$ cat config.mk
export PLATFORM = sky130hd
export DESIGN_NAME = bulb_health_monitor
export DESIGN_NICKNAME = d
export VERILOG_FILES = /design/src/rtl/chandelier_pkg.sv /design/src/rtl/bulb_channel.sv /design/src/rtl/bulb_health_monitor.sv
export SDC_FILE = /design/constraint.sdc
export NUM_CORES = 1
export LEC_CHECK = 0
export CORE_UTILIZATION = 55
export DETAILED_ROUTE_END_ITERATION = 8
export GPL_TIMING_DRIVEN = 0
export PLACE_DENSITY = 0.78
export SLEW_MARGIN = 20
export SYNTH_ARGS = -nofsm -noshare
export SYNTH_HDL_FRONTEND = slang
export SYNTH_SLANG_ARGS = --single-unit
$ cat constraint.sdc
create_clock -name clk -period 8.8 [get_ports clk]
set_input_delay 1.32 -clock clk [delete_from_list [all_inputs] [get_ports clk]]
set_output_delay 1.32 -clock clk [all_outputs]
set_load 0.02 [all_outputs]
$ cat src/rtl/chandelier_pkg.sv
// chandelier_pkg: definitions shared by the chandelier bulb-health and brightness stages.
//
// Contents:
//   NUM_BULBS          number of bulb channels. The downstream brightness stage assumes 4.
//   DEFAULT_*_SAMPLES  default debounce thresholds for the health monitor.
//   bulb_state_t       per-channel health state.
//   debounce_cnt_w()   width of a debounce counter able to hold either threshold.
package chandelier_pkg;

  localparam int NUM_BULBS               = 4;
  localparam int DEFAULT_FAIL_SAMPLES    = 3;
  localparam int DEFAULT_RECOVER_SAMPLES = 8;

  typedef enum logic [1:0] {
    OK         = 2'd0,
    SUSPECT    = 2'd1,
    FAULT      = 2'd2,
    RECOVERING = 2'd3
  } bulb_state_t;

  // Width of a counter that holds 0..max(fail_samples, recover_samples).
  function automatic int debounce_cnt_w(input int fail_samples, input int recover_samples);
    int m;
    m = (fail_samples > recover_samples) ? fail_samples : recover_samples;
    return $clog2(m + 1);
  endfunction

endpackage

$ cat src/rtl/bulb_channel.sv
// bulb_channel: health FSM and debounce counter for one bulb.
//
// Build option: define FAULT_LATCH_EN to make FAULT sticky. Good samples then do not
// leave FAULT, and only clear or rst restores the bulb. If the macro is undefined, a
// bulb recovers after RECOVER_SAMPLES consecutive good samples.
//
// Ports:
//   clk            rising-edge clock
//   rst            synchronous, active-high reset; returns the channel to OK
//   clear          synchronous clear to OK; wins over a coincident sample
//   valid          this cycle carries a sample (sample_en & drive_on[i])
//   good           sample value; 1 = current detected
//   status         registered; 0 while in FAULT or RECOVERING
//   entered_fault  combinational strobe, high in the cycle whose sample moves the
//                  channel from OK or SUSPECT into FAULT. The top level registers it.
module bulb_channel
  import chandelier_pkg::*;
#(
  parameter int FAIL_SAMPLES    = DEFAULT_FAIL_SAMPLES,
  parameter int RECOVER_SAMPLES = DEFAULT_RECOVER_SAMPLES
) (
  input  logic clk,
  input  logic rst,
  input  logic clear,
  input  logic valid,
  input  logic good,
  output logic status,
  output logic entered_fault
);

  localparam int            CW       = debounce_cnt_w(FAIL_SAMPLES, RECOVER_SAMPLES);
  localparam logic [CW-1:0] FAIL_LIM = CW'(FAIL_SAMPLES);
  localparam logic [CW-1:0] REC_LIM  = CW'(RECOVER_SAMPLES);

  bulb_state_t   state_reg;
  logic [CW-1:0] cnt_reg;
  logic [CW-1:0] cnt_inc;

  assign cnt_inc = cnt_reg + CW'(1);

  // The top level uses this strobe for both fault_event and fault_count. A return
  // from RECOVERING to FAULT is deliberately excluded, because it is not a new fault.
  always_comb begin
    entered_fault = 1'b0;
    if (!rst && !clear && valid && !good) begin
      if (state_reg == OK && FAIL_SAMPLES == 1)
        entered_fault = 1'b1;
      if (state_reg == SUSPECT && cnt_inc == FAIL_LIM)
        entered_fault = 1'b1;
    end
  end

  always_ff @(posedge clk) begin
    if (rst || clear) begin
      state_reg <= OK;
      cnt_reg   <= '0;
      status    <= 1'b1;
    end else if (valid) begin
      case (state_reg)
        OK: begin
          if (!good) begin
            if (FAIL_SAMPLES == 1) begin
              state_reg <= FAULT;
              cnt_reg   <= '0;
              status    <= 1'b0;
            end else begin
              state_reg <= SUSPECT;
              cnt_reg   <= CW'(1);
            end
          end
        end
        SUSPECT: begin
          if (good) begin
            state_reg <= OK;
            cnt_reg   <= '0;
          end else if (cnt_inc == FAIL_LIM) begin
            state_reg <= FAULT;
            cnt_reg   <= '0;
            status    <= 1'b0;
          end else begin
            cnt_reg <= cnt_inc;
          end
        end
        FAULT: begin
`ifdef FAULT_LATCH_EN
          // Sticky fault: hold until clear or rst.
          state_reg <= FAULT;
`else
          if (good) begin
            if (RECOVER_SAMPLES == 1) begin
              state_reg <= OK;
              cnt_reg   <= '0;
              status    <= 1'b1;
            end else begin
              state_reg <= RECOVERING;
              cnt_reg   <= CW'(1);
            end
          end
`endif
        end
        RECOVERING: begin
          if (!good) begin
            state_reg <= FAULT;
            cnt_reg   <= '0;
          end else if (cnt_inc == REC_LIM) begin
            state_reg <= OK;
            cnt_reg   <= '0;
            status    <= 1'b1;
          end else begin
            cnt_reg <= cnt_inc;
          end
        end
        default: begin
          state_reg <= OK;
          cnt_reg   <= '0;
          status    <= 1'b1;
        end
      endcase
    end
  end

endmodule

$ cat src/rtl/bulb_health_monitor.sv
// bulb_health_monitor: debounced per-bulb health status for the chandelier brightness
// controller.
//
// Build option: define FAULT_LATCH_EN to make faults sticky until clear_faults or rst.
// The ports are the same in both builds.
//
// Ports:
//   clk           system clock; all logic runs on the rising edge
//   rst           synchronous, active-high reset; has priority over clear_faults
//   sample_en     sample strobe
//   drive_on      per-bulb drive command; a bulb is sampled only while driven
//   sense         per-bulb current detect; 1 = current flows
//   clear_faults  single-cycle pulse; returns every channel to OK and zeroes the count
//   bulb_status   registered; 1 = bulb considered working
//   fault_event   registered one-cycle pulse; one or more bulbs entered FAULT
//   fault_count   registered saturating count of entries into FAULT
//
// NUM_BULBS must remain 4, because the brightness stage consumes a 4-bit status vector.
module bulb_health_monitor
  import chandelier_pkg::*;
#(
  parameter int NUM_BULBS       = chandelier_pkg::NUM_BULBS,
  parameter int FAIL_SAMPLES    = chandelier_pkg::DEFAULT_FAIL_SAMPLES,
  parameter int RECOVER_SAMPLES = chandelier_pkg::DEFAULT_RECOVER_SAMPLES,
  parameter int CNT_W           = 8
) (
  input  logic                 clk,
  input  logic                 rst,
  input  logic                 sample_en,
  input  logic [NUM_BULBS-1:0] drive_on,
  input  logic [NUM_BULBS-1:0] sense,
  input  logic                 clear_faults,
  output logic [NUM_BULBS-1:0] bulb_status,
  output logic                 fault_event,
  output logic [CNT_W-1:0]     fault_count
);

  localparam int               PW      = $clog2(NUM_BULBS + 1);
  localparam int               SW      = CNT_W + PW;
  localparam logic [CNT_W-1:0] CNT_MAX = '1;

  logic [NUM_BULBS-1:0] entered;
  logic [PW-1:0]        enter_cnt;
  logic [SW-1:0]        sum_wide;
  logic [CNT_W-1:0]     count_next;

  for (genvar gi = 0; gi < NUM_BULBS; gi++) begin : g_chan
    bulb_channel #(
      .FAIL_SAMPLES    (FAIL_SAMPLES),
      .RECOVER_SAMPLES (RECOVER_SAMPLES)
    ) u_chan (
      .clk           (clk),
      .rst           (rst),
      .clear         (clear_faults),
      .valid         (sample_en & drive_on[gi]),
      .good          (sense[gi]),
      .status        (bulb_status[gi]),
      .entered_fault (entered[gi])
    );
  end

  // Several bulbs can enter FAULT in the same cycle. Each one adds to the count, and the
  // sum is formed in a wider word so that the saturation test can see any overflow.
  always_comb begin
    enter_cnt = '0;
    for (int i = 0; i < NUM_BULBS; i++)
      enter_cnt = enter_cnt + PW'(entered[i]);
    sum_wide   = SW'(fault_count) + SW'(enter_cnt);
    count_next = (sum_wide > SW'(CNT_MAX)) ? CNT_MAX : sum_wide[CNT_W-1:0];
  end

  always_ff @(posedge clk) begin
    if (rst || clear_faults) begin
      fault_event <= 1'b0;
      fault_count <= '0;
    end else begin
      fault_event <= |entered;
      fault_count <= count_next;
    end
  end

endmodule
==> reports/metrics.cfg <==
[run_status]
outcome = finished clean

[synthesis]
yosysSeqAreaShare_pct = 31.16
synth_ff_type = dfxtp_1
synth_top_area_share_pct = 31.16
synth_seq_cells = 37
synth_nets = 318
postSynthAreaPerCell_um2 = 8.141
synth_area_leaders = dfxtp_1, ha_1, nand2_1
synth_common_cells = dfxtp_1, nand2_1, nor2_1, nand3_1, a21oi_1
synth.distinct_cells = 59
synthArstFlopShare_pct = 0
syn_area_mm2 = 0.002377
synth.most_common_cell = dfxtp_1
yosysTopAreaCell = dfxtp_1
syn-instance-count = 292
yosysWarningCount = 0
synth_edf_count = 0

[critical_path]
r2r_cells = 12
crit_required_ns = 9.02
r2r_start = g_chan[0].u_chan.cnt_reg[0]
timing.reg2reg.setup_slack_ns = 5.07
r2r_end = fault_count[1]
critPathArrivalTime_ns = 5.11
path_max_fanout = 10
worst_path_most_repeated_cell = fa_1
max_stage_delay_ns = 0.52
crit_chain = clkdlybuf4s50_1, nor2_1, clkbuf_1, nand4_1, fa_1, fa_1, inv_1, fa_1, and3_1, and3_1, nand3_1, a21oi_1
crit_end = fault_count[1]
start_kind = input port
path_class = in -> reg
critical-path-slowest-cell = nor2_1
cp-end-kind = flop
cp-startpoint = clear_faults

[timing]
rsz0062_at_grt = false
slew_viol_final = 0
maxSlewHeadroom_pct = 57.24
tns_ns = 0
min_period_ns = 4.895
post-route-period-util_pct = 55.63
final-setup-viol-count = 0
max_freq_mhz = 204.3
finalHoldViolations = 0
clock_skew_ns = 0.007479
whs_ns = 0.5076
worst-slew-pin-transition_ns = 0.6391

[clock_tree]
cts-root-buf = clkbuf_8
cts_buffer_depth = 2
tritoncts = yes
cts_buffers = 5
htree_levels = 2
clk_pin_slew_ns = 0.07
post-cts-setup-buffers = 0
cts.repair.resized = 0
hold_buffers = 0
clock-sinks = 37
clk_latency_ns = 0.30

[pwr]
p_int_uw = 228.8
p_seq_share_pct = 55.8
power-per-cell-area_mw_per_mm2 = 110.8
p_comb_share_pct = 7.3
p_leak_uw = 0.001003
power_switching_uw = 75.34
vdd_drop_max_mv = 0.06612
power_frac_clock_pct = 36.9
sw_frac_of_total_pct = 24.77

[placed_design]
port_buffers = 23
gp_congestion = 0.8504
dp.cells = 365
dp_hpwl_mm = 4.020

[hold_path]
hold_path_class = reg -> reg
hold_start = g_chan[0].u_chan.status

[floorplanning]
num_io_pins = 25
die_x_um = 67.75
initial_core_util_pct = 58.18
dieArea_mm2 = 0.004589
core_mm2 = 0.004086
fp.dieH_um = 67.75
num_rows = 23

[routing]
dr.pass1.iters = 4
dr.first_iter.drc_count = 139
wl_mm = 5.601
routed_via_density = 6.146
vias = 2280
remaining_drc_errors = 0
ant_nets = 0
route.detailed.wl_per_inst_um = 15.10

[finish]
nFillCells = 341
syn_to_final_growth_pct = 15.42
drive_gt1_share_pct = 6.542
fin_nets = 348
layoutNonFillerInstCount = 371
diodes = 0

[flow_run]
maxCapViolations = 0

[global_routing]
grt_max_degree = 11
grt_pass1_vias = 1973
grt-ovfl-total = 0
track_usage_pct = 26.39
grt_pass1_wl_mm = 8.976
antenna_found_initial = 0

placed cells by master (no fill, tap or decap), types with 2 or more instances in the layout:
| master | instances |
|---|---|
| dfxtp_1 | 37 |
| nand2_1 | 27 |
| nor2_1 | 23 |
| clkdlybuf4s50_1 | 23 |
| nand3_1 | 19 |
| a21oi_1 | 18 |
| o21ai_0 | 12 |
| inv_1 | 11 |
| ha_1 | 11 |
| and3_1 | 9 |
| clkbuf_1 | 7 |
| nand2b_1 | 7 |
| nand4_1 | 7 |
| and2_1 | 6 |
| mux2i_1 | 6 |
| a31oi_1 | 6 |
| buf_4 | 5 |
| xnor2_1 | 5 |
| o211ai_1 | 5 |
| clkbuf_8 | 5 |
| o31ai_1 | 4 |
| nor3_1 | 4 |
| xor2_1 | 4 |
| a32oi_1 | 4 |
| or2_2 | 3 |
| or3_1 | 3 |
| nor4_1 | 3 |
| nand3b_1 | 3 |
| fa_1 | 3 |
| buf_2 | 2 |
| a21o_1 | 2 |
| a22oi_1 | 2 |
| o22ai_1 | 2 |
| o221ai_1 | 2 |
| a211oi_1 | 2 |
| a311oi_1 | 2 |
| o311a_1 | 2 |
critical path: cells and delay by family:
| family | cells | cell delay, ns |
|---|---|---|
| buffers and inverters | 3 | 0.98 |
| adders and majority gates | 3 | 1.18 |
| AOI/OAI and AO/OA | 1 | 0.24 |
| and+or+nand+nor | 5 | 1.39 |
area by class of cell:
| type | instances | area (um^2) | area share, % |
|---|---|---|---|
| repair buffers | 23 | 230.2 | 8.390 |
| multi-input cells | 230 | 1521 | 55.45 |
| plain buffers | 14 | 73.82 | 2.690 |
| clock inverters | 1 | 5.005 | 0.1824 |
| well taps | 50 | 62.56 | 2.280 |
| inverters | 11 | 41.29 | 1.505 |
| flip-flops and latches | 37 | 740.7 | 26.99 |
| clock buffers | 5 | 68.82 | 2.508 |
power by group through the flow:
stage | combinational (uW) | sequential, uW | clock [uW]
detailed placement | 21.8 | 173 | 0
finish | 22.2 | 170 | 112
global placement | 21.7 | 173 | 0
global route | 24.1 | 170 | 122
CTS | 22.0 | 169 | 116
floorplan | 11.1 | 173 | 0
layer usage:
metal	share of wire (%)	global-route usage [%]	vias to the layer above	wire length [um]
met3	6.4	6.588	9	358
met4	1.7	10.11	0	95
met2	46	42.45	71	2562
li1	-	-	1149	-
met5	0	0	-	0
met1	46	33.54	1051	2585
cells by family (layout without fill, tap and decap cells):
kind of cell	count (synthesis)	count (layout)	synth area share [%]
mux	7	7	3.000
compound gates	78	78	22.79
fa+ha+maj	14	14	8.316
simple gates	122	122	26.58
buf+inv	25	54	4.843
xor+xnor	9	9	3.316
flops	37	37	31.16
worst min path at each step:
stage                                    endpoint  cells past startpoint
after floorplan           g_chan[0].u_chan.status                      1
after global placement    g_chan[0].u_chan.status                      1
after detailed placement  g_chan[0].u_chan.status                      1
after CTS                 g_chan[0].u_chan.status                      1
after global routing      g_chan[0].u_chan.status                      1
final                     g_chan[0].u_chan.status                      1
metrics by stage:
step / power [uW] / cell area (um^2) / util [%] / worst slack, ns
3_5_place_dp: 195.2 / 2670 / 65.34 / 3.587
6_report: 304.2 / 2744 / 67.15 / 3.905
5_1_grt: 315.6 / 2744 / 67.15 / 3.600
2_1_floorplan: 184.2 / 2377 / - / 4.812
4_1_cts: 307.8 / 2744 / 67.15 / 3.901
3_3_place_gp: 195.1 / 2670 / 65.34 / 3.675
Power figures use the tool's default switching activity.
